## config.mk

```make
export PLATFORM = sky130hd
export DESIGN_NAME = vga_timing_ctrl
export DESIGN_NICKNAME = d
export VERILOG_FILES = /design/src/rtl/vga_timing_ctrl.sv
export SDC_FILE = /design/constraint.sdc
export NUM_CORES = 1
export LEC_CHECK = 0
export CORE_ASPECT_RATIO = 1.75
export CORE_MARGIN = 2
export CORE_UTILIZATION = 35
export CTS_CLUSTER_DIAMETER = 100
export DETAILED_ROUTE_END_ITERATION = 8
export DONT_BUFFER_PORTS = 1
export PLACE_DENSITY_LB_ADDON = 0.12
export SLEW_MARGIN = 0
export SYNTH_ARGS = -nofsm -noshare
export SYNTH_HDL_FRONTEND = slang
export SYNTH_SLANG_ARGS = --single-unit
```

## constraint.sdc

```tcl
create_clock -name clk -period 6.5 [get_ports clk]
set_clock_uncertainty 0.1 [all_clocks]
set_input_delay 1.95 -clock clk [delete_from_list [all_inputs] [get_ports clk]]
set_output_delay 1.95 -clock clk [all_outputs]
set_load 0.1 [all_outputs]
```

## src/rtl/vga_timing_ctrl.sv

```systemverilog
// vga_timing_ctrl: VGA raster timing (pixel divider, h/v counters, sync/video decode) with frame-committed shadow timing regs; ports: clk/rst, start/stop, cfg_we/cfg_addr/cfg_wdata -> cfg_err/cfg_pending, busy, pix_en, h_count/v_count, hsync/vsync/video_on, line_start/frame_start
module vga_timing_ctrl #(
  parameter int CLK_DIV = 4,
  parameter logic [15:0] H_TOTAL = 16'd800,
  parameter logic [15:0] H_ACTIVE = 16'd640,
  parameter logic [15:0] H_SYNC_START = 16'd656,
  parameter logic [15:0] H_SYNC_END = 16'd752,
  parameter logic [15:0] V_TOTAL = 16'd525,
  parameter logic [15:0] V_ACTIVE = 16'd480,
  parameter logic [15:0] V_SYNC_START = 16'd490,
  parameter logic [15:0] V_SYNC_END = 16'd492,
  parameter bit HS_POL = 1'b0,
  parameter bit VS_POL = 1'b0
) (
  input  logic        clk,
  input  logic        rst,
  input  logic        start,
  input  logic        stop,
  input  logic        cfg_we,
  input  logic [2:0]  cfg_addr,
  input  logic [15:0] cfg_wdata,
  output logic        cfg_err,
  output logic        cfg_pending,
  output logic        busy,
  output logic        pix_en,
  output logic [15:0] h_count,
  output logic [15:0] v_count,
  output logic        hsync,
  output logic        vsync,
  output logic        video_on,
  output logic        line_start,
  output logic        frame_start
);
  typedef enum logic [1:0] {IDLE, RUN, STOPPING} state_t;
  localparam logic [15:0] DIV_MAX = 16'(CLK_DIV - 1);
  localparam logic [7:0][15:0] DEF = {V_SYNC_END, V_SYNC_START, V_ACTIVE, V_TOTAL,
                                      H_SYNC_END, H_SYNC_START, H_ACTIVE, H_TOTAL};
  state_t state, state_nx;
  logic [7:0][15:0] sh, act, sh_nx, act_nx;
  logic [15:0] div, div_nx, h_nx, v_nx;
  logic go, h_wrap, fb, rej, run_nx, ls_nx;
  always_comb begin
    go = state == IDLE && start;
    h_wrap = pix_en && h_count == act[0] - 16'd1;
    fb = h_wrap && v_count == act[4] - 16'd1;
    state_nx = state == IDLE ? (start ? RUN : IDLE)
             : state == RUN ? (stop && !start ? STOPPING : RUN)
             : start ? RUN : fb ? IDLE : STOPPING;
    run_nx = state_nx != IDLE;
    act_nx = go || fb ? sh : act;
    rej = (cfg_addr == 3'd0 || cfg_addr == 3'd4) && cfg_wdata < 16'd2;
    sh_nx = sh;
    if (cfg_we && !rej) sh_nx[cfg_addr] = cfg_wdata;
    div_nx = !run_nx || go || div == DIV_MAX ? '0 : div + 16'd1;
    h_nx = !run_nx || go || h_wrap ? '0 : h_count + 16'(pix_en);
    v_nx = !run_nx || go || fb ? '0 : h_wrap ? v_count + 16'd1 : v_count;
    ls_nx = run_nx && h_nx == '0 && (go || pix_en);
  end
  always_ff @(posedge clk) begin
    if (rst) begin
      state <= IDLE;
      sh <= DEF;
      act <= DEF;
      div <= '0;
      h_count <= '0;
      v_count <= '0;
      pix_en <= 1'b0;
      busy <= 1'b0;
      hsync <= !HS_POL;
      vsync <= !VS_POL;
      video_on <= 1'b0;
      line_start <= 1'b0;
      frame_start <= 1'b0;
      cfg_err <= 1'b0;
      cfg_pending <= 1'b0;
    end else begin
      state <= state_nx;
      sh <= sh_nx;
      act <= act_nx;
      div <= div_nx;
      h_count <= h_nx;
      v_count <= v_nx;
      pix_en <= run_nx && div_nx == DIV_MAX;
      busy <= run_nx;
      hsync <= run_nx && h_nx >= act_nx[2] && h_nx < act_nx[3] ? HS_POL : !HS_POL;
      vsync <= run_nx && v_nx >= act_nx[6] && v_nx < act_nx[7] ? VS_POL : !VS_POL;
      video_on <= run_nx && h_nx < act_nx[1] && v_nx < act_nx[5];
      line_start <= ls_nx;
      frame_start <= ls_nx && v_nx == '0;
      cfg_err <= cfg_we && rej;
      cfg_pending <= sh_nx != act_nx;
    end
  end
endmodule

```

* Yosys cells after proc, flatten, opt, wreduce, memory -nomap -nowiden
Index checks and enable logic that the tools add are counted.
** Cells by class
- Div/mod/pow operators :: 0
- Add/sub/neg operators :: 5
- Muxes and demuxes :: 17
- Shift-type cells :: 0
- Bitwise operators :: 0
- Order comparisons :: 9
- Equality and inequality tests :: 7
- Reduce and logical (&&, ||, !) cells :: 33
- Multiply operators :: 0
** Operator list (count)
- 2-to-1 mux 128 bit :: 2
- bitwise mux 128 bit :: 1
- != test 128 bit :: 1
- 2-to-1 mux 16 bit :: 5
- < comparator 16 bit :: 4
- demux 16 bit (select 3 bit) :: 1
- adder 16 x 1 -> 16 bit, second input constant :: 2
- == test 16 bit :: 2
- == test 16 x 2 -> 1 bit, second input constant :: 2
- >= comparator 16 bit :: 2
- logical NOT 16 bit :: 2
- subtractor 16 x 1 -> 16 bit, second input constant :: 2
- logical AND 1 bit :: 18
- adder 16 x 1 -> 16 bit :: 1
- < comparator 16 x 2 -> 1 bit, second input constant :: 1
- 2-to-1 mux 2 bit :: 5
- logical OR 1 bit :: 7
- < comparator 3 x 4 -> 1 bit, second input constant :: 1
- == test 3 bit, second input constant :: 1
- >= comparator 3 x 1 -> 1 bit, second input constant :: 1
- logical NOT 1 bit :: 3
- logical NOT 3 bit :: 1
- 2-to-1 mux 1 bit :: 3
- == test 2 x 1 -> 1 bit, second input constant :: 1
- 2 further kinds :: 2
** Storage, ports and cells
- Latch bits :: 0
- Flip-flop bits (word level) :: 315
- Bits in read-only memories :: 0
- Bits in writable memories :: 0
- Memories :: 0
- Output and inout port bits :: 41
- Logic and storage cells :: 100

* Depth between registers and ports, before layout
- Depth in word-level cells :: 17
- Depth in mapped cells :: 31
- Mapped depth without buffers :: 24

* Worst setup path after synthesis
OpenSTA, ideal clock, no wires.
- Path type :: flip-flop to flip-flop
- Start point :: reg h_count[6]
- End point :: reg vsync
- Cell stages (with the launch flop) :: 30
- Arrival time :: 5.728 ns
- Data required time :: 6.340 ns
- Period minus slack after synthesis :: 5.888 ns
- Path slack :: 0.612 ns
- Library setup time :: 0.060 ns
- Cells stage by stage :: dfxtp_1 -> clkbuf_1 -> xnor2_1 -> and3_1 -> nor4b_1 -> nand4_1 -> or3_1 -> buf_2 -> o21a_4 -> buf_6 -> buf_6 -> buf_4 -> buf_2 -> buf_1 -> nand2_1 -> nand2_1 -> ha_1 -> nand2b_1 -> a21o_1 -> a21o_1 -> a21o_1 -> a21o_1 -> a21o_1 -> a21o_1 -> a21o_1 -> a21o_1 -> a21oi_1 -> nor2b_1 -> o21ai_0 -> a311o_1
** RTL lines
- from (decl) :: RTL line 26 : output logic [15:0] h_count,
- from (signal assigned) :: RTL line 81 : h_count <= h_nx;
- to (signal assigned) :: RTL line 70 : vsync <= !VS_POL;
- to (signal assigned) :: RTL line 86 : vsync <= run_nx && v_nx >= act_nx[6] && v_nx < act_nx[7] ? VS_POL : !VS_POL;
- to (decl) :: RTL line 29 : output logic vsync,

* Worst setup path after layout
- Start point :: reg act[0] (netlist bit)
- End point :: reg vsync
** Between the ends
- Cells in the longest elaborated chain, start to end :: 17
** Ends and longest elaborated chain
- from (decl) :: RTL line 39 : logic [7:0][15:0] sh, act, sh_nx, act_nx;
- from (signal assigned) :: RTL line 79 : act <= act_nx;
- subtractor 16 x 1 -> 16 bit (*) :: RTL line 44 : h_wrap = pix_en && h_count == act[0] - 16'd1;
- == test 16 bit (*) :: RTL line 44
- logical AND 1 bit (*) :: RTL line 44
- logical AND 1 bit :: RTL line 45 : fb = h_wrap && v_count == act[4] - 16'd1;
- 2-to-1 mux 2 bit (2 in series) :: RTL line 48 : : start ? RUN : fb ? IDLE : STOPPING;
- 2-to-1 mux 2 bit :: RTL line 47 : : state == RUN ? (stop && !start ? STOPPING : RUN)
- 2-to-1 mux 2 bit :: RTL line 46 : state_nx = state == IDLE ? (start ? RUN : IDLE)
- nonzero test 2 bit :: RTL line 49 : run_nx = state_nx != IDLE;
- logical NOT 1 bit :: RTL line 56 : v_nx = !run_nx || go || fb ? '0 : h_wrap ? v_count + 16'd1 : v_count;
- logical OR 1 bit (2 in series) :: RTL line 56
- 2-to-1 mux 16 bit (*) :: RTL line 56
- net v_nx[1] :: RTL line 40 : logic [15:0] div, div_nx, h_nx, v_nx;
- >= comparator 16 bit :: RTL line 86
- logical AND 1 bit :: RTL line 86
- logical AND 1 bit (*) :: RTL line 86
- 2-to-1 mux 1 bit (*) :: RTL line 86
The timed path passes the listed nets; every way through them passes the cells marked *.
A chain may end at the register's enable or synchronous reset.

==> results.md <==
* Status: finished clean
* Worst-margin pin slew at 1.15 ns
* Die Y at 323 um
* IO Port Bufs at 0
* CP Buf/Inv Count at 1
* Critical path's slowest cell: or3_1
* Routed length per instance at 27.7 um
* Placed inst area at 21,300 um2
* Reg clk slew, reported paths at 0.07 ns
* Max Clock Freq at 171 MHz
* CTS hold repair buffers at 0
* Final Cell Area at 22,500 um2
* Final period util at 0.899
* Final setup violation count at 0
* Row cnt at 116
* DRT antenna net count at 0
* Routability cong. at 0.977
* Mean post-synth cell area at 7.75 um2
* Clock latency on the worst-skew pair at 0.57 ns
* Iter 0 DRT Violations at 1,633
* Register area share after synthesis at 0.310
* Hold crit path type: flip-flop to flip-flop
* Peak supply drop at 167 uV
* Diodes inserted at 0
* Setup TNS at 0 ns
* First-pass GRT wire length at 134 mm
* Die width at 186 um
* Detailed-route via count at 20,015
* Tmin final at 5.85 ns
* Most instantiated cells after synthesis: 335 x nand2_1, 315 x dfxtp_1, 264 x nor2_1
* Max_slew headroom at 0.235
* Synth area leaders: dfxtp_1 31%, nand2_1 6.2%, a21oi_1 6.1%
* CP required at 6.92 ns
* Critical-path maximum fanout at 14
* Antenna violations before repair at 2
* Num ports at 65
* DRC at 0
* Vias in the first global route at 19,175
* TritonCTS clock tree: built
* Syn Inst Count at 2,626
* Max stage delay on crit path at 0.66 ns
* Core area at 57,300 um2
* Cell Count, Final, Fillers Out at 3,344
* Clock sink count at 315
* Clock buffer depth at 3
* Worst setup EP type: flip-flop
* Area delta synth->final at 10.7%
* Syn. warnings at 0
* Grt ovf at 0
* Fill cells at 5,918
* Iteration count of the initial detailed-routing pass at 7
* CP Class: flip-flop to flip-flop
* Routed WL at 92.8 mm
* Nets@finish at 2,672
* Layout cells sized above 1 at 0.0803
* Starting Density at 0.355
* CP Cell Sequence: inv_1 > ha_1 > nor3b_1 > nand4b_1 > nor4_2 > o21ai_1 > or3_1 > or2_2 > o21ai_2 > nor2_1 > ha_1 > a21o_1 > a21o_1 > a21o_1 > a21o_1 > a21o_1 > a21o_1 > a21o_1 > a21o_1 > a21oi_1 > nor2b_1 > o21ai_0 > a311o_1
* Async SR Flop Fraction at 0
* Most used cell, CP: a21o_1
* Top cell family by delay on the critical path: simple AND/OR/NAND/NOR gates
* Post-DP HPWL at 69.1 mm
* Main synth FF type: dfxtp_1
* Post-synth EDFFs at 0
* Syn Nets at 2,748
* Max-slew violations at 0
* Leak Pwr at 8.78 nW
* Cts bufs inserted at 36
* Vias per cell at 5.99
* Largest net degree at the start of global routing at 224
* RSZ-0062 raised after global routing: no
* CP startpoint kind: flip-flop
* Area of the mapped netlist at 20,300 um2
* Setup repair bufs after CTS at 0
* H-tree Lvls at 2
* Placed instance count at 3,279
* Die area at 60,100 um2
* #FFs+latches synth at 315
* Post-synth top area cell: dfxtp_1
* Pwr Density at 215 nW/um2
* Final hold violations at 0
* GRT Overall Usage at 0.308
* Top cell type's share of synthesized area at 0.310
* CP arrival at 6.26 ns
* Maxcap violations at 0
* Count leader, synth: nand2_1
* Netlist cell types at 92
* Clock root cell: clkbuf_16
* CTS resizes at 0
-- cells by family after synthesis --
logic type      after synthesis  share of synthesized area
mux                         112                     0.0582
compound gates              696                      0.219
buf+inv                     269                     0.0550
xor+xnor                    184                     0.0792
flops                       315                      0.310
fa+ha+maj                    98                     0.0603
simple gates                952                      0.219
-- registers in the layout, summed over array words and instances (netlist names) --
name / cells
act: 128
sh: 128
div: 16
h_count: 16
v_count: 16
state: 2
busy: 1
cfg_err: 1
cfg_pending: 1
frame_start: 1
hsync: 1
line_start: 1
pix_en: 1
video_on: 1
vsync: 1
-- routing by layer --
layer	wire, um	up-vias	global-route usage	share of wire
li1	-	9245	-	-
met1	32100	9704	0.315	0.35
met2	46000	763	0.541	0.50
met3	5250	301	0.0512	0.057
met4	9440	2	0.261	0.10
met5	17	-	0	0.00018
-- cell type report --
class | instances | area, um2 | area share
flip-flops and latches | 315 | 6310 | 0.280
clock inverters | 16 | 180 | 0.00800
multi-input cells | 2042 | 13000 | 0.576
repair buffers | 97 | 828 | 0.0368
clock buffers | 49 | 1070 | 0.0475
well taps | 767 | 960 | 0.0426
inverters | 58 | 218 | 0.00966
-- final timing paths --
| kind | from | depth (start not counted) | slack (ns) | to |
|---|---|---|---|---|
| worst min register to register | div[0] | 1 | 0.36 | div[0] |
| worst max-delay path | act[0] | 23 | 0.65 | vsync |
| worst min-delay path | div[0] | 1 | 0.36 | div[0] |
| worst max register to register | act[0] | 23 | 0.65 | vsync |
-- report_power, final --
| part | internal (mW) | switching (mW) |
|---|---|---|
| clock | 1.28 | 0.954 |
| combinational | 0.210 | 0.382 |
| sequential | 1.96 | 0.0613 |
-- layout by cell type, fill, tap and decap left out, types with 24 or more instances in the layout --
master       n
mux2i_1     95
clkbuf_16   37
nor2b_1     24
a21oi_1    247
a21o_1      33
o211ai_1    35
nor3_1      77
o22ai_1     27
dfxtp_1    315
xnor2_1    115
buf_4       89
and3_1      33
a31oi_1     30
o21ai_0    129
nand2_1    335
ha_1        98
inv_1       56
nor4_1      32
nor2_1     264
nand3_1     42
nand4_1     41
xor2_1      69
-- per-stage QoR --
step                hold slack [ns]   util  total power [mW]  setup slack [ns]
detailed placement            0.346  0.371              2.65             0.717
finish                        0.357  0.393              4.85             0.654
floorplan                     0.321      -              2.48             0.612
CTS                           0.357  0.393              4.88             0.727
global placement              0.336  0.371              2.64             0.819
global route                  0.400  0.393              4.99             0.246
Power figures use the tool's default switching activity.
